`src/rtl/mux_scan_ctrl.sv`:
```
// rtl/mux_scan_ctrl.sv - select generator and sampler for a downstream 4:1 mux
// Steps sel through channels 0..3, samples mux_out at the end of each dwell, publishes 4-bit frames.
module mux_scan_ctrl #(
  parameter int DWELL = 4,
  parameter int CNT_W = 8
) (
  input  logic       clk,
  input  logic       rst_n,
  input  logic       start,
  input  logic       abort,
  input  logic       cont,
  input  logic       mux_out,
  output logic [1:0] sel,
  output logic [3:0] sample_o,
  output logic       frame_valid,
  output logic       busy,
  output logic [7:0] frame_cnt
);

  typedef enum logic {IDLE = 1'b0, SCAN = 1'b1} state_t;

  localparam logic [CNT_W-1:0] DWELL_M1 = CNT_W'(DWELL - 1);

  state_t           state_q, state_d;
  logic [CNT_W-1:0] cnt_q, cnt_d;
  logic [1:0]       sel_q, sel_d;
  logic [2:0]       shadow_q, shadow_d;
  logic [3:0]       sample_q, sample_d;
  logic             fv_q, fv_d;
  logic [7:0]       fcnt_q, fcnt_d;

  always_ff @(posedge clk or negedge rst_n) begin
    if (!rst_n) begin
      state_q  <= IDLE;
      cnt_q    <= '0;
      sel_q    <= 2'b00;
      shadow_q <= 3'b000;
      sample_q <= 4'b0000;
      fv_q     <= 1'b0;
      fcnt_q   <= 8'd0;
    end else begin
      state_q  <= state_d;
      cnt_q    <= cnt_d;
      sel_q    <= sel_d;
      shadow_q <= shadow_d;
      sample_q <= sample_d;
      fv_q     <= fv_d;
      fcnt_q   <= fcnt_d;
    end
  end

  always_comb begin
    state_d  = state_q;
    cnt_d    = cnt_q;
    sel_d    = sel_q;
    shadow_d = shadow_q;
    sample_d = sample_q;
    fv_d     = 1'b0;
    fcnt_d   = fcnt_q;
    case (state_q)
      IDLE: begin
        sel_d = 2'b00;
        cnt_d = '0;
        if (start && !abort) begin
          state_d = SCAN;
        end
      end
      SCAN: begin
        if (abort) begin
          state_d = IDLE;
          sel_d   = 2'b00;
          cnt_d   = '0;
        end else if (cnt_q != DWELL_M1) begin
          cnt_d = cnt_q + CNT_W'(1);
        end else begin
          cnt_d = '0;
          case (sel_q)
            2'd0: shadow_d[0] = mux_out;
            2'd1: shadow_d[1] = mux_out;
            2'd2: shadow_d[2] = mux_out;
            default: ;
          endcase
          if (sel_q != 2'd3) begin
            sel_d = sel_q + 2'd1;
          end else begin
            // Channel 3 goes straight from mux_out so the frame lands in one write.
            sample_d = {mux_out, shadow_q};
            fv_d     = 1'b1;
            fcnt_d   = fcnt_q + 8'd1;
            sel_d    = 2'b00;
            if (!cont) begin
              state_d = IDLE;
            end
          end
        end
      end
      default: state_d = IDLE;
    endcase
  end

  always_comb begin
    sel         = sel_q;
    sample_o    = sample_q;
    frame_valid = fv_q;
    busy        = (state_q == SCAN);
    frame_cnt   = fcnt_q;
  end

endmodule

```
`config.mk`:
```
export PLATFORM = sky130hd
export DESIGN_NAME = mux_scan_ctrl
export DESIGN_NICKNAME = d
export VERILOG_FILES = /design/src/rtl/mux_scan_ctrl.sv
export SDC_FILE = /design/constraint.sdc
export NUM_CORES = 1
export LEC_CHECK = 0
export BUFFER_PORTS_ARGS = -buffer_cell sky130_fd_sc_hd__buf_2
export CAP_MARGIN = 20
export CORE_ASPECT_RATIO = 1.4
export CORE_MARGIN = 3
export CORE_UTILIZATION = 58
export DETAILED_ROUTE_END_ITERATION = 7
export GPL_TIMING_DRIVEN = 0
export PLACE_DENSITY_LB_ADDON = 0.1
export SYNTH_ARGS = -nofsm -noshare
export SYNTH_HDL_FRONTEND = slang
export SYNTH_SLANG_ARGS = --single-unit
```
`constraint.sdc`:
```
create_clock -name clk -period 2.5 [get_ports clk]
set_input_delay 0 -clock clk [delete_from_list [all_inputs] [get_ports clk]]
set_output_delay 0 -clock clk [all_outputs]
set_load 0.02 [all_outputs]
```
# Yosys cells after proc, flatten, opt, wreduce, memory -nomap -nowiden
# Index checks and enable logic that the tools add are counted.
# word_totals
reg_bits,27
word_cells,45
in_bits,6
out_inout_bits,16
# classes
mux,17
n_reduce_logical,7
n_eq_ne,5
bitwise_logic,4
add_sub_neg,3
# op_table
cell,n
$add A8 B1 Y8 const B,2
$mux W8,2
$pmux W8 S2,1
$reduce_and A4 Y1,4
$mux W1,9
$ne A8 B2 Y1 const B,1
$mux W2,3
$not A1 Y1,4
$pmux W2 S2,1
$ne A3 B3 Y1 const B,1
$add A2 B1 Y2 const B,1
$eq A2 B1 Y1 const B,1
$eq A2 B2 Y1 const B,1
$logic_not A2 Y1,1
$ne A2 B2 Y1 const B,1
$pmux W1 S2,1
$logic_and A1 B1 Y1,1
$logic_not A1 Y1,1

# Logic depth before layout (Yosys ltp)
# depth
depth_word,5
depth_mapped,6
ltp_nobuf,5

# Worst setup path before layout
# OpenSTA, ideal clock, no wires.
# synth_timing
path_kind,flip-flop to flip-flop
from,register cnt_q[0]
to,"register fcnt_q[1], in the netlist frame_cnt[1]"
required_time_ns,2.375
path_stages_with_launch,6
arrival_time_ns,1.535
setup_time_ns,0.125
slack_ns,0.841
cell_sequence,dfrtp_1 ha_1 nor3b_1 and4_4 buf_6 mux2_2
# synth_between
elab_chain_len,3
# synth_rtl
element,line,rtl
start: declaration,25,"logic [CNT_W-1:0] cnt_q, cnt_d;"
start signal: assignment,43,cnt_q <= cnt_d;
$ne A8 B2 Y1,73,end else if (cnt_q != DWELL_M1) begin
$not A1 Y1 (no line),-,
$reduce_and A4 Y1 (no line),-,
end signal: assignment,48,fcnt_q <= fcnt_d;
end: declaration,30,"logic [7:0] fcnt_q, fcnt_d;"
# No other way between the ends.
# A chain may end at the register's enable or synchronous reset.

# Worst setup path in the final report
# layout_timing
from,register cnt_q[0]
to,"register state_q, in the netlist busy"
# layout_between
elab_chain_len,4
# layout_rtl
element,line,rtl
$ne A8 B2 Y1,73,
$mux W1,73,
$mux W1,69,if (abort) begin
$pmux W1 S2,60,case (state_q)
net state_d,24,"state_t state_q, state_d;"
end signal: assignment,42,state_q <= state_d;
end: declaration,24,
# The timed path passes the listed nets, and every way through them passes these cells.

==> impl_results.md <==
- Status: completed
- Die Y: around 61 um
- CP max FO: 7
- Power, Total: about 0.65 mW
- I/O pins: 22
- IO buf count: 21
- Worst setup EP type: flip-flop
- Pwr dens: between 400 and 500 nW/um2
- Clk sinks: 27
- Critical R2R Capture: busy
- Area growth from synthesis to layout: 16.0%
- Fin crit period: around 2000 ps
- Nets: 147
- Period utilization: 80.0%
- Syn Nets: approximately 120
- Initial Util: 62.3%
- Post-CTS setup buffers: 0
- Die Wd: approximately 45 um
- Share of the synthesized area in the top cell type: between 50% and 60%
- TritonRoute pass-1 iters: 2
- Antenna Diode Count: 0
- Placed Area: 1380 um2
- Vias: slightly above 800
- Grt ovf: 0
- CORE AREA: ~2000 um2
- CTS Root Cell: clkbuf_4
- Worst slew pin tran: between 500 and 600 ps
- Worst IR Drop VDD: about 0.00042 V
- Fin worst setup slack: 499 ps
- Clock Skews: ~13 ps
- Clk slew on worst S/H paths: about 140 ps
- Seq cells post-synth: 27
- Number of global-route vias before repair: between 700 and 800
- DRT iter0 DRCs: 3
- Final cell count without fillers: around 150
- Rows: 19
- Reg-to-reg setup timing slack: ~500 ps
- Placed Cells incl. Taps: about 150
- Final WL: between 1500 and 2000 um
- DP HPWL: 1450 um
- Final GP Congestion: around 0.78
- Num CTS Buffers: 3
- WS Path Type: flip-flop to flip-flop
- Largest net degree at the start of global routing: 28
- Routed Antenna Nets: 0
- RSZ-0062 raised after global routing: false
- Synth warn: 0
- Skew-Pair Late Insertion Delay: around 320 ps
- Pleak: 0.761 nW
- First-pass GRT wire length: 3140 um
- Seq/Total Area, Yosys: 54.3%
- Crit path DAT: 2210 ps
- Avg Inst Size Synth: approximately 12 um2
- Synth unique cells: 22
- Die area: around 2700 um2
- Worst r2r path cells: 6
- Max-capacitance violation count: 0
- Cell area after synthesis: between 1000 and 1500 um2
- Fin area: between 1000 and 1500 um2
- Crit path launch type: flip-flop
- Critical Path RT: approximately 2700 ps
- Setup-failing EPs final: 0
- H-Tree Level Count: 1
- FF-to-FF Start: cnt_q[0]
- DR WL/cell: between 10 and 15 um
- Fmax: 500 MHz
- Yosys top cell by area: dfrtp_1
- Layout cell share with drive strength beyond 1: 30.1%
- Top area cells in the synthesized netlist: dfrtp_1 (54%), mux2_2 (7.2%), ha_1 (7.0%)
- Initial antenna violation count: 0
- Max Buffers Root-to-Sink: 2
- Final hold viol count: 0
- Syn Inst Count: 104
- Pre-CTS WS: about 670 ps
- Slew Limit Headroom: 61.7%
- Worst min-delay path class: primary input to async pin
- DRC: 0
- Total Routing Usage GR: around 15%
- Setup TNS: 0 ps
- Via/cell ratio: about 5.4
- CTS tree: done
- Slew Viols, Final: 0
[where the power goes]
part | internal [mW] | switching [mW] | total, mW | leakage, nW
Sequential | 0.439 | 0.00280 | 0.442 | 0.375
Clock | 0.0598 | 0.121 | 0.181 | 0.0177
Combinational | 0.0118 | 0.0171 | 0.0289 | 0.369
Total | 0.511 | 0.141 | 0.652 | 0.761
[per-stage QoR]
| stage | hold WS [ps] | util [%] |
|---|---|---|
| 2_1_floorplan | -296 | - |
| 3_3_place_gp | 26.6 | 68.9 |
| 3_5_place_dp | 30.4 | 68.9 |
| 4_1_cts | 206 | 72.3 |
| 5_1_grt | 215 | 72.3 |
| 6_report | 188 | 72.3 |
[Yosys cell counts (all sizes together)]
| library cell | instances |
|---|---|
| nand3 | 6 |
| nor2 | 10 |
| and3 | 5 |
| mux2 | 8 |
| and2b | 1 |
| ha | 7 |
| a211oi | 1 |
| nand2 | 8 |
| nand4 | 5 |
| nor3b | 1 |
| nand2b | 1 |
| a21oi | 1 |
| inv | 3 |
| nor4 | 1 |
| dfrtp | 27 |
| and4 | 1 |
| and2 | 2 |
| buf | 2 |
| xnor2 | 9 |
| xor2 | 5 |
[final cells by class]
cell class	count	area [um2]
inverter	3	11.3
clock buffer	3	22.5
multi-input combinational	72	536
clock inverter	1	5.00
timing repair buffer	25	145
buffer	2	22.5
tap	21	26.3
sequential	27	676
fill	148	553
[cell usage in the layout, fill, tap and decap left out]
cell type	count
nand3_1	6
and2b_4	1
xor2_1	5
ha_1	7
clkbuf_4	3
and4_4	1
dlygate4sd3_1	4
dfrtp_1	27
and2_1	1
buf_6	2
mux2_2	8
and3_2	1
inv_1	3
buf_2	21
nor2_1	10
nor4_2	1
and3_1	4
nand4_1	5
nor3b_1	1
xnor2_1	9
nand2b_1	1
clkinv_2	1
a211oi_1	1
nand2_1	8
a21oi_1	1
and2_2	1
[logic make-up after synthesis]
kind of cell | Yosys count | share of synthesized area, %
multiplexers | 8 | 7.24
buffers and inverters | 5 | 2.71
AND/OR/NAND/NOR | 41 | 17.9
XOR/XNOR | 14 | 9.85
AO/OA/AOI/OAI | 2 | 1.00
adder cells (fa/ha/maj) | 7 | 7.03
flip-flops | 27 | 54.3
[worst max path at each step]
stage | start | endpoint
after global placement | cnt_q[0] | sample_o[1]
after global routing | cnt_q[0] | busy
after detailed placement | cnt_q[0] | frame_cnt[1]
after floorplan | cnt_q[0] | frame_cnt[1]
after CTS | cnt_q[0] | busy
final | cnt_q[0] | busy
[timing repair]
action                                  CTS  global route
hold buffers                              4             0
resized for setup                         0             0
endpoints found under the hold margin    34             0
endpoints found under the setup margin    0             0
[worst max-delay path: stages (launching register included)]
cell and delay, ps:
dfrtp_1 430, ha_1 200, nor3b_1 320, and2_1 200, buf_6 130, a211oi_1 70
dlygate4sd3_1 560
[registers in the layout, indices dropped and copies added (netlist names)]
name / count
sample_o: 4
shadow_q: 3
sel: 2
frame_cnt: 8
cnt_q: 8
busy: 1
frame_valid: 1
[routing by layer]
layer / up-vias / track usage (%) / part of all wire [%]
li1: 405 / - / -
met1: 402 / 20.0 / 43
met2: 14 / 24.7 / 52
met3: 4 / 2.08 / 3.8
met4: 0 / 8.79 / 1.6
met5: - / 0 / 0
Note: power is estimated with default switching activity, not from simulation.
